**config.mk**
```make
export PLATFORM = sky130hd
export DESIGN_NAME = multi_in_reduce
export DESIGN_NICKNAME = d
export VERILOG_FILES = /design/src/rtl/multi_in_reduce_pkg.sv /design/src/rtl/multi_in_reduce_reduce_vec.sv /design/src/rtl/multi_in_reduce.sv
export SDC_FILE = /design/constraint.sdc
export NUM_CORES = 1
export LEC_CHECK = 0
export ABC_CLOCK_PERIOD_IN_PS = 2100
export CELL_PAD_IN_SITES_DETAIL_PLACEMENT = 1
export CELL_PAD_IN_SITES_GLOBAL_PLACEMENT = 2
export CORE_UTILIZATION = 29
export DETAILED_ROUTE_END_ITERATION = 8
export GPL_TIMING_DRIVEN = 0
export PLACE_DENSITY = 0.82
export REMOVE_ABC_BUFFERS = 1
export SLEW_MARGIN = 30
export SYNTH_ARGS = -nofsm -noshare
export SYNTH_HDL_FRONTEND = slang
export SYNTH_SLANG_ARGS = --single-unit
export TNS_END_PERCENT = 100
```
**constraint.sdc**
```tcl
create_clock -name clk -period 2.1 [get_ports clk]
set_input_delay 0.42 -clock clk [delete_from_list [all_inputs] [get_ports clk]]
set_output_delay 0.42 -clock clk [all_outputs]
set_load 0.03 [all_outputs]
```
**src/rtl/multi_in_reduce_pkg.sv**
```systemverilog
// Shared types and width helpers for the multi-input reduction unit.
// Widths are derived from WIDTH/WINDOW so that full-window counts never wrap.
package multi_in_reduce_pkg;

  typedef enum logic {
    ACCUM = 1'b0,
    HOLD  = 1'b1
  } state_e;

  // Bits needed to hold a popcount of an entire window (WIDTH*WINDOW ones).
  function automatic int pop_w(input int width, input int window);
    return $clog2(width * window + 1);
  endfunction

  // Bits needed to hold a sample count in the range 0..WINDOW.
  function automatic int cnt_w(input int window);
    return $clog2(window + 1);
  endfunction

  // Bits needed to hold the popcount of a single sample.
  function automatic int vec_pop_w(input int width);
    return $clog2(width + 1);
  endfunction

endpackage

```
**src/rtl/multi_in_reduce_reduce_vec.sv**
```systemverilog
// Combinational per-sample reduction: AND, OR, XOR and popcount of one vector.
module reduce_vec
  import multi_in_reduce_pkg::*;
#(
  parameter int WIDTH = 3,
  localparam int VPOP_W = vec_pop_w(WIDTH)
) (
  input  logic [WIDTH-1:0]  data_i,
  output logic              and_o,
  output logic              or_o,
  output logic              xor_o,
  output logic [VPOP_W-1:0] pop_o
);

  assign and_o = &data_i;
  assign or_o  = |data_i;
  assign xor_o = ^data_i;

  always_comb begin
    pop_o = '0;
    for (int i = 0; i < WIDTH; i++) begin
      pop_o = pop_o + VPOP_W'(data_i[i]);
    end
  end

endmodule

```
**src/rtl/multi_in_reduce.sv**
```systemverilog
// Windowed AND/OR/XOR/popcount reduction with a valid/ready output buffer.
// A window closes on the WINDOW-th sample or on flush; the result is held until taken.
module multi_in_reduce
  import multi_in_reduce_pkg::*;
#(
  parameter int WIDTH  = 3,
  parameter int WINDOW = 4,
  localparam int POP_W  = pop_w(WIDTH, WINDOW),
  localparam int CNT_W  = cnt_w(WINDOW),
  localparam int VPOP_W = vec_pop_w(WIDTH)
) (
  input  logic             clk,
  input  logic             rst,
  input  logic             in_valid,
  output logic             in_ready,
  input  logic [WIDTH-1:0] in_data,
  input  logic             flush,
  output logic             out_valid,
  input  logic             out_ready,
  output logic             out_and,
  output logic             out_or,
  output logic             out_xor,
  output logic [POP_W-1:0] out_pop,
  output logic [CNT_W-1:0] out_samples
);

  state_e state_q, state_d;

  logic             acc_and_q, acc_and_d;
  logic             acc_or_q,  acc_or_d;
  logic             acc_xor_q, acc_xor_d;
  logic [POP_W-1:0] acc_pop_q, acc_pop_d;
  logic [CNT_W-1:0] cnt_q,     cnt_d;

  logic             out_valid_q, out_valid_d;
  logic             out_and_q,   out_and_d;
  logic             out_or_q,    out_or_d;
  logic             out_xor_q,   out_xor_d;
  logic [POP_W-1:0] out_pop_q,   out_pop_d;
  logic [CNT_W-1:0] out_cnt_q,   out_cnt_d;

  logic              s_and, s_or, s_xor;
  logic [VPOP_W-1:0] s_pop;

  logic             accept;
  logic             close_win;
  logic             win_and, win_or, win_xor;
  logic [POP_W-1:0] win_pop;
  logic [CNT_W-1:0] win_cnt;

  reduce_vec #(
    .WIDTH (WIDTH)
  ) u_reduce_vec (
    .data_i (in_data),
    .and_o  (s_and),
    .or_o   (s_or),
    .xor_o  (s_xor),
    .pop_o  (s_pop)
  );

  // in_ready depends only on registered state, never on in_valid/out_ready.
  assign in_ready = (state_q == ACCUM);
  assign accept   = in_valid && in_ready;

  // Window contents including the current sample when it is accepted.
  assign win_and = accept ? (acc_and_q & s_and) : acc_and_q;
  assign win_or  = accept ? (acc_or_q | s_or)   : acc_or_q;
  assign win_xor = accept ? (acc_xor_q ^ s_xor) : acc_xor_q;
  assign win_pop = accept ? (acc_pop_q + POP_W'(s_pop)) : acc_pop_q;
  assign win_cnt = accept ? (cnt_q + CNT_W'(1)) : cnt_q;

  always_comb begin
    state_d     = state_q;
    acc_and_d   = acc_and_q;
    acc_or_d    = acc_or_q;
    acc_xor_d   = acc_xor_q;
    acc_pop_d   = acc_pop_q;
    cnt_d       = cnt_q;
    out_valid_d = out_valid_q;
    out_and_d   = out_and_q;
    out_or_d    = out_or_q;
    out_xor_d   = out_xor_q;
    out_pop_d   = out_pop_q;
    out_cnt_d   = out_cnt_q;
    close_win   = 1'b0;

    unique case (state_q)
      ACCUM: begin
        close_win = (accept && (win_cnt == CNT_W'(WINDOW)))
                 || (flush && (accept || (cnt_q != '0)));
        acc_and_d = win_and;
        acc_or_d  = win_or;
        acc_xor_d = win_xor;
        acc_pop_d = win_pop;
        cnt_d     = win_cnt;
        if (close_win) begin
          out_valid_d = 1'b1;
          out_and_d   = win_and;
          out_or_d    = win_or;
          out_xor_d   = win_xor;
          out_pop_d   = win_pop;
          out_cnt_d   = win_cnt;
          acc_and_d   = 1'b1;
          acc_or_d    = 1'b0;
          acc_xor_d   = 1'b0;
          acc_pop_d   = '0;
          cnt_d       = '0;
          state_d     = HOLD;
        end
      end
      HOLD: begin
        if (out_ready) begin
          out_valid_d = 1'b0;
          state_d     = ACCUM;
        end
      end
      default: state_d = ACCUM;
    endcase
  end

  always_ff @(posedge clk) begin
    if (rst) begin
      state_q     <= ACCUM;
      acc_and_q   <= 1'b1;
      acc_or_q    <= 1'b0;
      acc_xor_q   <= 1'b0;
      acc_pop_q   <= '0;
      cnt_q       <= '0;
      out_valid_q <= 1'b0;
      out_and_q   <= 1'b0;
      out_or_q    <= 1'b0;
      out_xor_q   <= 1'b0;
      out_pop_q   <= '0;
      out_cnt_q   <= '0;
    end else begin
      state_q     <= state_d;
      acc_and_q   <= acc_and_d;
      acc_or_q    <= acc_or_d;
      acc_xor_q   <= acc_xor_d;
      acc_pop_q   <= acc_pop_d;
      cnt_q       <= cnt_d;
      out_valid_q <= out_valid_d;
      out_and_q   <= out_and_d;
      out_or_q    <= out_or_d;
      out_xor_q   <= out_xor_d;
      out_pop_q   <= out_pop_d;
      out_cnt_q   <= out_cnt_d;
    end
  end

  assign out_valid   = out_valid_q;
  assign out_and     = out_and_q;
  assign out_or      = out_or_q;
  assign out_xor     = out_xor_q;
  assign out_pop     = out_pop_q;
  assign out_samples = out_cnt_q;

endmodule

```
Word-level counts from Yosys, hierarchy flattened
Cells that the tools add are included.
Widths: inputs -> output; s select.
{"block": "op_classes", "n_addsub": 4, "muxes": 16, "n_reduce_logical": 11, "eq_ne": 3, "n_bitwise": 4}
{"op": "$mux 1", "count": 10}
{"op": "$mux 4", "count": 2}
{"op": "$mux 3", "count": 2}
{"op": "$add 4x2->4", "count": 1}
{"op": "$pmux 1 s2", "count": 2}
{"op": "$reduce_and 2->1", "count": 2}
{"op": "$add 3x1->3 const B", "count": 1}
{"op": "$eq 3x3->1 const B", "count": 1}
{"op": "$logic_and 1x1->1", "count": 3}
{"op": "$reduce_and 3->1", "count": 1}
{"op": "$reduce_bool 3->1", "count": 1}
{"op": "$reduce_or 3->1", "count": 1}
{"op": "$reduce_xor 3->1", "count": 1}
{"op": "$add 1x1->2", "count": 1}
{"op": "$add 2x1->2", "count": 1}
{"op": "$logic_or 1x1->1", "count": 2}
{"op": "$ne 2x1->1 const B", "count": 1}
{"op": "$ne 2x2->1 const B", "count": 1}
{"op": "$and 1x1->1", "count": 1}
{"op": "$not 1->1", "count": 1}
{"op": "$or 1x1->1", "count": 1}
{"op": "$xor 1x1->1", "count": 1}
{"block": "totals", "register_bits": 22, "output_inout_bits": 12, "wordCells": 50, "inputBits": 8}

Logic depth before layout (Yosys ltp)
{"block": "logic_depth", "ltp_word": 8, "ltp_mapped": 7}

By module
From an unflattened synthesis, not the netlist that was laid out.
{"block": "hier_totals", "hier_cells": 135, "area_unflattened_um2": 1307.5}
{"mod": "multi_in_reduce", "cells_each": 127, "n_inst": 1, "area_per_inst_um2": 1234.9}
{"mod": "reduce_vec", "cells_each": 8, "n_inst": 1, "area_per_inst_um2": 72.6}

Worst setup path after synthesis
Ideal clock, no wire load.
{"block": "synth_timing", "kind": "input port to flip-flop", "start": "input port in_data[0]", "end": "register out_pop_q[2], in the netlist out_pop[2]", "t_required_ns": 1.968, "arrival_time_ns": 1.922, "stages": 7, "path_slack_ns": 0.046, "setup_time_ns": 0.132, "n_path_buf": 0, "path_cell_list": "fa_1 -> ha_1 -> fa_1 -> nand3b_1 -> xnor2_1 -> a211oi_2 -> a211oi_2"}
{"block": "synth_between", "elab_chain_len": 4}
{"item": "start, declared", "line": "multi_in_reduce.sv:16", "text": "input logic [WIDTH-1:0] in_data,"}
{"item": "$add 1x1->2", "line": "multi_in_reduce_reduce_vec.sv:22", "text": "pop_o = pop_o + VPOP_W'(data_i[i]);"}
{"item": "$add 2x1->2", "line": "multi_in_reduce_reduce_vec.sv:22"}
{"item": "$add 4x2->4", "line": "multi_in_reduce.sv:69", "text": "assign win_pop = accept ? (acc_pop_q + POP_W'(s_pop)) : acc_pop_q;"}
{"item": "$mux 4", "line": "multi_in_reduce.sv:69"}
{"item": "end signal, assigned", "line": "multi_in_reduce.sv:146", "text": "out_pop_q <= out_pop_d;"}
{"item": "end, declared", "line": "multi_in_reduce.sv:39", "text": "logic [POP_W-1:0] out_pop_q, out_pop_d;"}
Every way passes these cells.
A chain may end at the register's enable or synchronous reset.

Final worst setup path
{"block": "layout_timing", "start": "register acc_pop_q[0]", "end": "register out_pop_q[2], in the netlist out_pop[2]"}
{"block": "layout_between", "elab_chain_len": 2}
{"item": "start, declared", "line": "multi_in_reduce.sv:32", "text": "logic [POP_W-1:0] acc_pop_q, acc_pop_d;"}
{"item": "start signal, assigned", "line": "multi_in_reduce.sv:140", "text": "acc_pop_q <= acc_pop_d;"}
{"item": "$add 4x2->4", "line": "multi_in_reduce.sv:69"}
{"item": "$mux 4", "line": "multi_in_reduce.sv:69"}
Every way passes these cells.

==> results.toml <==
[outcome]
status = "finished clean"

[power]
power.density_nw_per_um2 = 769
p_leak_nw = 0.583
ir_drop_mv = 0.479

[timing]
fmax_mhz = 496
clock_skew_ns = 0.00494
finalHoldViolations = 0
finalWorstSetupSlack_ns = 0.0821
max-slew-margin-rel = 0.543
drv_slew = 0
setup_viol = 0
tightest_slew_ns = 0.680
min_period_ns = 2.02
min_period_over_period = 0.961
rsz0062_at_grt = "no"

[layout]
nets = 169
nFillCells = 454
finalInstanceArea_um2 = 1590
fin_util = 0.393
diodes = 0
drive_gt1_frac = 0.204
syn_to_final_growth_pct = 27.7

[detailed_routing]
via_count = 1066
dr.pass1.iters = 4
wl_per_cell_um = 15.9
vias_per_cell = 5.28
wl_um = 3210
antenna_left = 0
drcViolationCount = 0
drt_iter0_drc = 20

[setup_path]
path_common_cell = "a211oi_2"
cpMaxStageDelayCell = "fa_1"
arrival_ns = 2.16
worstPathRequired_ns = 2.24
crit_chain = "fa_1, ha_4, fa_2, nand3b_1, xnor2_1, a211oi_2, a211oi_2"
critPathMaxStageDelay_ns = 0.48
crit_type = "register to register"
end_kind = "register"
worst_setup_path_start_kind = "register"
crit_fanout = 3

[global_routing]
grt_pass1_wl_um = 5460
grt_max_degree = 29
antenna_found_initial = 0
grt-ovfl-total = 0
grt_use_total = 0.163
grt_pass1_vias = 1109

[clocking]
cts_buffers = 3
clock-root-buffer = "clkbuf_8"
clkLatencyLatePin_ns = 0.27
cts_tree = "yes"
cts_sinks = 22
cts.reportedPaths.clkPinSlew_ns = 0.09
htreeDepth = 1
cts_buffer_depth = 2

[floorplan]
rows = 23
dieArea_um2 = 4570
die_w_um = 67.6
core_area_um2 = 4060
start_util = 0.307
io_pins = 20
die_h_um = 67.6

[synth]
synth-seq-cells = 22
synth_top_flop_cell = "dfxtp_1"
synth_edf_count = 0
ys_seq_area_frac = 0.353
synth.distinct_cells = 40
synthTopCellsByArea = "dfxtp_1 (35%), ha_1 (6.0%), a21oi_1 (4.8%)"
yosysTopAreaCell = "dfxtp_1"
synth_top_area_share = 0.353
netlist_area_um2 = 1250
synth-async-reset-ratio = 0
ys.warnings.count = 0
synth_area_per_cell_um2 = 9.24
synthCells = 135

[placed_design]
place_hpwl_um = 2050
dpl_worst_slack_ns = -0.654
placed_area_um2 = 1450
place.gp.congestion = 0.796
port_buffers = 19

[hold_path]
hold_path_class = "register to register"

[job]
maxCapViolCount = 0
cell usage after synthesis (2+ instances only):
master / instances
a31oi_1: 2
buf_6: 2
a21oi_1: 12
dfxtp_1: 22
o2111ai_1: 2
a2111oi_0: 2
a22o_1: 3
mux2_4: 4
a211oi_1: 4
clkbuf_1: 3
inv_1: 9
nor2b_1: 7
o21a_1: 2
nand2b_1: 3
xnor2_1: 5
nor2_1: 4
buf_2: 2
nand2_1: 10
mux2_1: 2
nand3b_1: 3
nor3_1: 5
a211oi_2: 2
fa_1: 2
o21ai_1: 2
ha_1: 6
cell families after synthesis:
logic type | Yosys count | synth area share
AOI/OAI and AO/OA | 35 | 0.196
xor gates and xnor gates | 5 | 0.0351
adders and majority gates | 8 | 0.0923
buffers and inverters | 18 | 0.0682
DFF | 22 | 0.353
muxes | 7 | 0.0742
and+or+nand+nor | 40 | 0.182
layout by cell type, fill, tap and decap left out, drive strengths merged, types with 3 or more instances in the layout:
master	n
dfxtp	22
nor3	5
buf	3
a211oi	6
nor2	4
a22o	3
inv	10
ha	6
clkdlybuf4s50	14
xnor2	5
nand2b	3
o21ai	4
a21oi	12
nand3b	3
mux2	6
nor2b	7
nand2	10
clkbuf	4
area by class of cell:
type	count	area (µm²)	share of cell area
sequential	22	443	0.278
multi-input combinational	96	795	0.499
timing repair buffer	20	184	0.115
inverter	10	37.5	0.0236
clock inverter	1	30.0	0.0189
clock buffer	3	41.3	0.0259
tap	50	62.6	0.0393
flip-flops by register name, summed over array words and instances, names as in the netlist:
name and count:
out_samples 3, out_or 1, out_valid 1, out_and 1, cnt_q 3, acc_or_q 1, acc_xor_q 1, out_pop 4
acc_and_q 1, acc_pop_q 4, out_xor 1, state_q 1
path summary, 6_finish.rpt:
kind / from / to / depth (start not counted) / slack, ns
setup / recovery: acc_pop_q[0] / out_pop[2] / 7 / 0.08
hold / removal: out_pop[3] / out_pop[3] / 2 / 0.47
setup reg to reg: acc_pop_q[0] / out_pop[2] / 7 / 0.08
hold reg to reg: out_pop[3] / out_pop[3] / 2 / 0.47
per-stage QoR:
step	setup TNS [ns]	total power, W	instances	hold slack [ns]
CTS	0	0.00122	201	0.466
floorplan	0	0.000677	127	0.449
detailed placement	-9.71	0.000789	196	0.451
global route	0	0.00129	202	0.491
global placement	-12.91	0.000780	196	0.448
finish	0	0.00123	202	0.467
routing by layer:
layer	global-route usage	share of wire
met5	0	0
met2	0.265	0.50
met1	0.212	0.46
met4	0.0399	0.0053
met3	0.0405	0.033
timing repair:
action / CTS / global route
setup endpoints to repair: 21 / 17
pin swaps: 1 / 3
hold endpoints to repair: 0 / 0
cloned: 1 / 0
gates resized for setup: 18 / 7
hold buffers: 0 / 0
setup buffers: 0 / 1
critical path, delay by kind of cell, from the launching register on:
kind,cells,cell delay [ns]
adders and majority gates,3,1.05
AOI/OAI and AO/OA,2,0.28
DFF,1,0.34
and+or+nand+nor,1,0.13
xor gates and xnor gates,1,0.09
report_power, final:
part	leakage (nW)	switching (W)	total, W	internal, W
clock network	0.0357	0.000151	0.000406	0.000255
registers	0.181	0.0000285	0.000481	0.000453
logic	0.367	0.000189	0.000338	0.000149
total	0.583	0.000368	0.00123	0.000857
Power figures use the tool's default switching activity.
